## config.mk

```make
export PLATFORM = sky130hd
export DESIGN_NAME = lcd_serial_master
export DESIGN_NICKNAME = d
export VERILOG_FILES = /design/src/rtl/lcd_serial_master.sv
export SDC_FILE = /design/constraint.sdc
export NUM_CORES = 1
export LEC_CHECK = 0
export CAP_MARGIN = 10
export CORE_UTILIZATION = 55
export CTS_CLUSTER_SIZE = 8
export DETAILED_ROUTE_END_ITERATION = 6
export GPL_TIMING_DRIVEN = 0
export MAX_ROUTING_LAYER = met4
export PLACE_DENSITY = 0.84
export SLEW_MARGIN = 20
export SYNTH_ARGS = -nofsm -noshare
export SYNTH_HDL_FRONTEND = slang
export SYNTH_SLANG_ARGS = --single-unit
```

## constraint.sdc

```tcl
create_clock -name i_clock -period 4.8 [get_ports i_clock]
set_input_delay 0.96 -clock i_clock [delete_from_list [all_inputs] [get_ports i_clock]]
set_output_delay 0.96 -clock i_clock [all_outputs]
set_load 0.005 [all_outputs]
```

## src/rtl/lcd_serial_master.sv

```systemverilog
// rtl/lcd_serial_master.sv - single-clock serial master for the LCD controller bus
// Define LCD_SERIAL_PARITY_EN to append an even-parity bit after the data field.
module lcd_serial_master #(
  parameter int ADDR_WIDTH    = 7,
  parameter int DATA_WIDTH    = 8,
  parameter int CLKS_PER_HALF = 2
) (
  input  logic                  i_clock,
  input  logic                  i_reset,
  input  logic                  i_start,
  input  logic                  i_read,
  input  logic [ADDR_WIDTH-1:0] i_address,
  input  logic [DATA_WIDTH-1:0] i_txData,
  input  logic                  i_rxSerial,
  output logic                  o_clock,
  output logic                  o_serialEnable,
  output logic                  o_txSerial,
  output logic                  o_busy,
  output logic                  o_done,
  output logic [DATA_WIDTH-1:0] o_rxData
`ifdef LCD_SERIAL_PARITY_EN
  ,
  output logic                  o_parityError
`endif
);
  localparam int MAX_WIDTH = (ADDR_WIDTH > DATA_WIDTH) ? ADDR_WIDTH : DATA_WIDTH;
  localparam int BIT_W = $clog2(MAX_WIDTH + 1);
  localparam int DIV_W = (CLKS_PER_HALF > 1) ? $clog2(CLKS_PER_HALF) : 1;
  localparam logic [BIT_W-1:0] ADDR_LAST = BIT_W'(ADDR_WIDTH - 1);
  localparam logic [BIT_W-1:0] DATA_LAST = BIT_W'(DATA_WIDTH - 1);
  localparam logic [DIV_W-1:0] DIV_LAST  = DIV_W'(CLKS_PER_HALF - 1);

  typedef enum logic [2:0] {
    IDLE, LEAD, START, ADDR, DATA,
`ifdef LCD_SERIAL_PARITY_EN
    PARITY,
`endif
    LAG
  } stateType;

  stateType              state, nextState;
  logic [DIV_W-1:0]      divCount;
  logic                  halfHigh;
  logic [BIT_W-1:0]      bitCount;
  logic                  isRead;
  logic [ADDR_WIDTH-1:0] addrShift;
  logic [DATA_WIDTH-1:0] dataShift;
  logic                  bitEnd;
  logic                  shifting;
`ifdef LCD_SERIAL_PARITY_EN
  logic                  txParity;
  logic                  rxParityBad;
`endif

  // A bit ends on the last system clock of its high half.
  assign bitEnd = halfHigh && (divCount == DIV_LAST);

  always_comb begin
    nextState      = state;
    shifting       = 1'b0;
    o_txSerial     = 1'b0;
    o_busy         = (state != IDLE);
    o_serialEnable = (state == IDLE);
    case (state)
      IDLE:  if (i_start) nextState = LEAD;
      LEAD:  if (bitEnd) nextState = START;
      START: begin
        shifting   = 1'b1;
        o_txSerial = isRead;
        if (bitEnd) nextState = ADDR;
      end
      ADDR: begin
        shifting   = 1'b1;
        o_txSerial = addrShift[ADDR_WIDTH-1];
        if (bitEnd && bitCount == '0) nextState = DATA;
      end
      DATA: begin
        shifting   = 1'b1;
        o_txSerial = !isRead && dataShift[DATA_WIDTH-1];
`ifdef LCD_SERIAL_PARITY_EN
        if (bitEnd && bitCount == '0) nextState = PARITY;
      end
      PARITY: begin
        shifting   = 1'b1;
        o_txSerial = !isRead && txParity;
        if (bitEnd) nextState = LAG;
`else
        if (bitEnd && bitCount == '0) nextState = LAG;
`endif
      end
      LAG:     if (bitEnd) nextState = IDLE;
      default: nextState = IDLE;
    endcase
    o_clock = shifting && halfHigh;
  end

  always_ff @(posedge i_clock or posedge i_reset) begin
    if (i_reset) begin
      state       <= IDLE;
      divCount    <= '0;
      halfHigh    <= 1'b0;
      bitCount    <= '0;
      isRead      <= 1'b0;
      addrShift   <= '0;
      dataShift   <= '0;
      o_done      <= 1'b0;
      o_rxData    <= '0;
`ifdef LCD_SERIAL_PARITY_EN
      txParity      <= 1'b0;
      rxParityBad   <= 1'b0;
      o_parityError <= 1'b0;
`endif
    end else begin
      state  <= nextState;
      o_done <= 1'b0;
      if (state == IDLE) begin
        // Divider parked so every frame starts phase-aligned.
        divCount <= '0;
        halfHigh <= 1'b0;
        if (i_start) begin
          isRead    <= i_read;
          addrShift <= i_address;
          dataShift <= i_txData;
`ifdef LCD_SERIAL_PARITY_EN
          txParity  <= ^i_txData;
`endif
        end
      end else begin
        if (divCount == DIV_LAST) begin
          divCount <= '0;
          halfHigh <= ~halfHigh;
        end else begin
          divCount <= divCount + DIV_W'(1);
        end
        if (bitEnd) begin
          case (state)
            START: bitCount <= ADDR_LAST;
            ADDR: begin
              addrShift <= addrShift << 1;
              bitCount  <= (bitCount == '0) ? DATA_LAST : bitCount - BIT_W'(1);
            end
            DATA: begin
              // Write data shifts out; read data shifts in from the same register.
              dataShift <= DATA_WIDTH'({dataShift, isRead && i_rxSerial});
              if (bitCount != '0) bitCount <= bitCount - BIT_W'(1);
            end
`ifdef LCD_SERIAL_PARITY_EN
            PARITY: rxParityBad <= (^dataShift) ^ i_rxSerial;
`endif
            LAG: begin
              o_done <= 1'b1;
              if (isRead) begin
                o_rxData <= dataShift;
`ifdef LCD_SERIAL_PARITY_EN
                o_parityError <= rxParityBad;
`endif
              end
            end
            default: ;
          endcase
        end
      end
    end
  end
endmodule
```

==> results.md <==
- Maximum VDD drop: 232.2 uV
- Violated checks: DRC
- Core area: 0.002829 mm2
- Post-route cell area: 0.002111 mm2
- Hold Path Class: register to register
- Clock Latency Late Sink: 0.33 ns
- Largest net degree at the start of global routing: 35
- Die Width: 57.46 um
- Post-CTS sizing: 0
- Seq. cell area: 850.8 um2
- I/O pin total: 33
- Crit path max-delay family: buffers and inverters
- Drt total wl: 3646 um
- Switching share of total power: 21.65%
- Largest family of logic cells by synthesized area: compound AO/OA/AOI/OAI gates
- Setup bufs post-CTS: 0
- Number of global-route vias before repair: 1354
- Critical Path RT: 3.84 ns
- Worst-margin pin slew: 0.6917 ns
- # DRC: 2
- Mux contribution to synthesized area: 14.35%
- Sequential share of the synthesized area: 50.30%
- Multi-input logic area: 758.2 um2
- Setup WS post-layout: 1.696 ns
- GRT overflow: 0
- CTS tree: built
- Worst path bufs/invs: 2
- Max Root-Sink Buffers: 2
- RSZ-0062 raised after global routing: no
- H-tree depth: 2
- FILL cells: 220
- Starting density of the core: 59.80%
- Rows: 19
- Synth-to-layout area growth: 24.78%
- CTS sink cnt: 34
- Tot Pwr: 0.4746 mW
- Cell Chain, Critical Path: or3b_1 -> buf_2 -> o32ai_1 -> clkdlybuf4s50_1
- Outcome: complete, but fails checks
- Arr. time, crit path: 2.14 ns
- GRT Util Overall: 25.68%
- Clock share of power: 34.8%
- Die height: 57.46 um
- Kind of critical path: register to output port
- Sequential power share: 60.3%
- Root Driver: clkbuf_4
- Worst slew margin: 53.82%
- Final Hold Fails: 0
- Net Sw Power: 0.1027 mW
- Max Freq: 0.3222 GHz
- First-pass DRT Iterations: 6
- Minimum clock period: 3.104 ns
- Max-cap violations: 0
- DP Area: 0.002051 mm2
- Setup Viol. Count Final: 0
- CTS Buf Count: 5
- Post-Synth Simple-Gate Area: 14.13%
- Period utilization: 64.67%
- Post-CTS Hold Buffers: 0
- Synth Area in Adders: 0.7396%
- Number of synthesized register bits: 34
- Via count: 1357
- Routed Antenna Nets: 0
- Largest stage delay, worst path: 0.55 ns
- Startpoint types: register
- Post-synth cell types: 41
- Compound-Gate Fraction of Synth Area: 15.09%
- Place WS: 2.040 ns
- Synthesized net count: 186
- Synth Area in XOR/XNOR: 0.5178%
- Pleak: 0.9291 nW
- DP Wirelength: 2622 um
- Synth warnings: 0
- # diodes: 0
- Starting DRT DRC Count: 52
- Fin util: 74.61%
- Syn Std Cell Area: 0.001692 mm2
- Share of layout cells above drive strength 1: 15.12%
- Critical-path top delay cell: clkdlybuf4s50_1
- Worst-path maximum fanout: 7
- GPL Wtd Cong: 0.7802
- Combinational power share: 4.9%
- Die footprint: 0.003302 mm2
- Cells after Synth: 165
- Final nets: 225
- WL per Instance: 15.45 um
- Clock skew: 0.01257 ns
- Initial antenna violation count: 0
- Critical path endpoint category: output port
- DR vias/cell: 5.750
- Final Max Slew Viols: 0
- Port bufs: 32
- First-pass GRT wire length: 6051 um
- Cell-internal power: 0.3718 mW
- Setup tns final: 0 ns
- Pwr per Cell Area: 224.8 mW/mm2
- Clock-pin slew on the worst setup and hold paths: 0.11 ns
- Syn avg cell area: 10.25 um2
flip-flops by register name, indices dropped and copies added, names as in the netlist:
name and flops:
o_rxData 8, state 3, divCount 1, isRead 1
addrShift 7, bitCount 4, o_done 1, dataShift 8
halfHigh 1
metal layers:
metal / global-route usage [%] / up-vias / share of wire, %
met1: 32.34 / 648 / 46
met2: 39.04 / 34 / 47
met5: - / - / 0
li1: - / 666 / -
met3: 6.122 / 9 / 4.3
met4: 12.20 / 0 / 2.6
area by class of cell:
type,instances,area share [%]
repair buffers,32,15.17
clock inverters,1,0.2371
clock buffers,7,2.608
plain buffers,11,2.667
flip-flops and latches,34,40.31
inverters,7,1.245
well taps,31,1.838
multi-input cells,113,35.92
final timing paths:
kind / startpoint / to / slack (ns) / depth (start not counted)
worst min register to register: o_rxData[3]$_DFFE_PP0P_ / o_rxData[3]$_DFFE_PP0P_ / 0.49 / 1
max in group asynchronous: i_reset / addrShift[6]$_DFFE_PP0P_ / 3.30 / 2
worst max-delay path: state[1]$_DFFE_PP0P_ / o_txSerial / 1.70 / 4
worst max register to register: bitCount[0]$_DFFE_PP0P_ / bitCount[3]$_DFFE_PP0P_ / 2.92 / 6
min in group asynchronous: i_reset / dataShift[5]$_DFFE_PP0P_ / 1.04 / 2
worst min-delay path: o_rxData[3]$_DFFE_PP0P_ / o_rxData[3]$_DFFE_PP0P_ / 0.49 / 1
power by group through the flow:
stage	sequential, mW	combinational (mW)	clock (mW)
2_1_floorplan	0.292	0.00570	0
3_3_place_gp	0.292	0.0230	0
3_5_place_dp	0.292	0.0236	0
4_1_cts	0.286	0.0237	0.171
5_1_grt	0.286	0.0252	0.177
6_report	0.286	0.0233	0.165
worst register-to-register path, delay by kind of cell (launching register included):
family	cells	cell delay, ns
AND/OR/NAND/NOR	1	0.43
flip-flops	1	0.44
adder cells (fa/ha/maj)	1	0.19
AO/OA/AOI/OAI	3	0.59
buffers and inverters	1	0.09
cell usage in the layout, fill, tap and decap left out, drive strengths merged, types with 2 or more instances in the layout:
| cell | netlist | routed |
|---|---|---|
| nand4 | 2 | 2 |
| a211oi | 2 | 2 |
| inv | 7 | 7 |
| o22ai | 3 | 3 |
| a31oi | 2 | 2 |
| buf | 10 | 10 |
| nand2 | 5 | 5 |
| and2 | 2 | 2 |
| nand2b | 3 | 3 |
| nand3 | 3 | 3 |
| or3b | 2 | 2 |
| nor2 | 21 | 21 |
| a21o | 2 | 2 |
| clkdlybuf4s50 | 0 | 32 |
| mux2i | 13 | 13 |
| o21ai | 5 | 5 |
| a21oi | 23 | 23 |
| mux2 | 10 | 10 |
| clkbuf | 1 | 8 |
| dfrtp | 34 | 34 |
synth_stat cells, drive strengths merged:
master | n | area (um2)
nor3 | 1 | 10.01
nor2 | 21 | 78.83
nand3 | 3 | 15.01
and3 | 1 | 6.260
nor3b | 1 | 12.51
o22ai | 3 | 18.77
nand3b | 1 | 7.510
and2 | 2 | 12.52
o211ai | 1 | 7.510
mux2i | 13 | 130.1
a21boi | 1 | 7.510
nor2b | 1 | 6.260
dfrtp | 34 | 850.8
or3b | 2 | 17.52
o21ai | 5 | 25.02
or2 | 1 | 6.260
o311ai | 1 | 8.760
nand2b | 3 | 18.77
nand2 | 5 | 18.77
o2111ai | 1 | 8.760
nand4 | 2 | 12.51
mux2 | 10 | 112.6
ha | 1 | 12.51
clkbuf | 1 | 3.750
a21oi | 23 | 122.6
and4b | 1 | 10.01
a211oi | 2 | 20.02
buf | 10 | 52.55
o32ai | 1 | 8.760
inv | 7 | 26.28
nor4 | 1 | 6.260
xnor2 | 1 | 8.760
a31oi | 2 | 12.51
a21o | 2 | 15.01
stage by stage:
| step | hold WS, ns | instances |
|---|---|---|
| floorplan | 0.4828 | 165 |
| global placement | 0.4673 | 228 |
| detailed placement | 0.4741 | 228 |
| CTS | 0.4991 | 236 |
| global route | 0.5198 | 236 |
| finish | 0.4946 | 236 |
cell families (layout without fill, tap and decap cells):
| logic type | Yosys count | count (layout) |
|---|---|---|
| mux | 23 | 23 |
| buf+inv | 18 | 58 |
| compound gates | 42 | 42 |
| xor+xnor | 1 | 1 |
| flops | 34 | 34 |
| fa+ha+maj | 1 | 1 |
| simple gates | 46 | 46 |
Power figures use the tool's default switching activity.
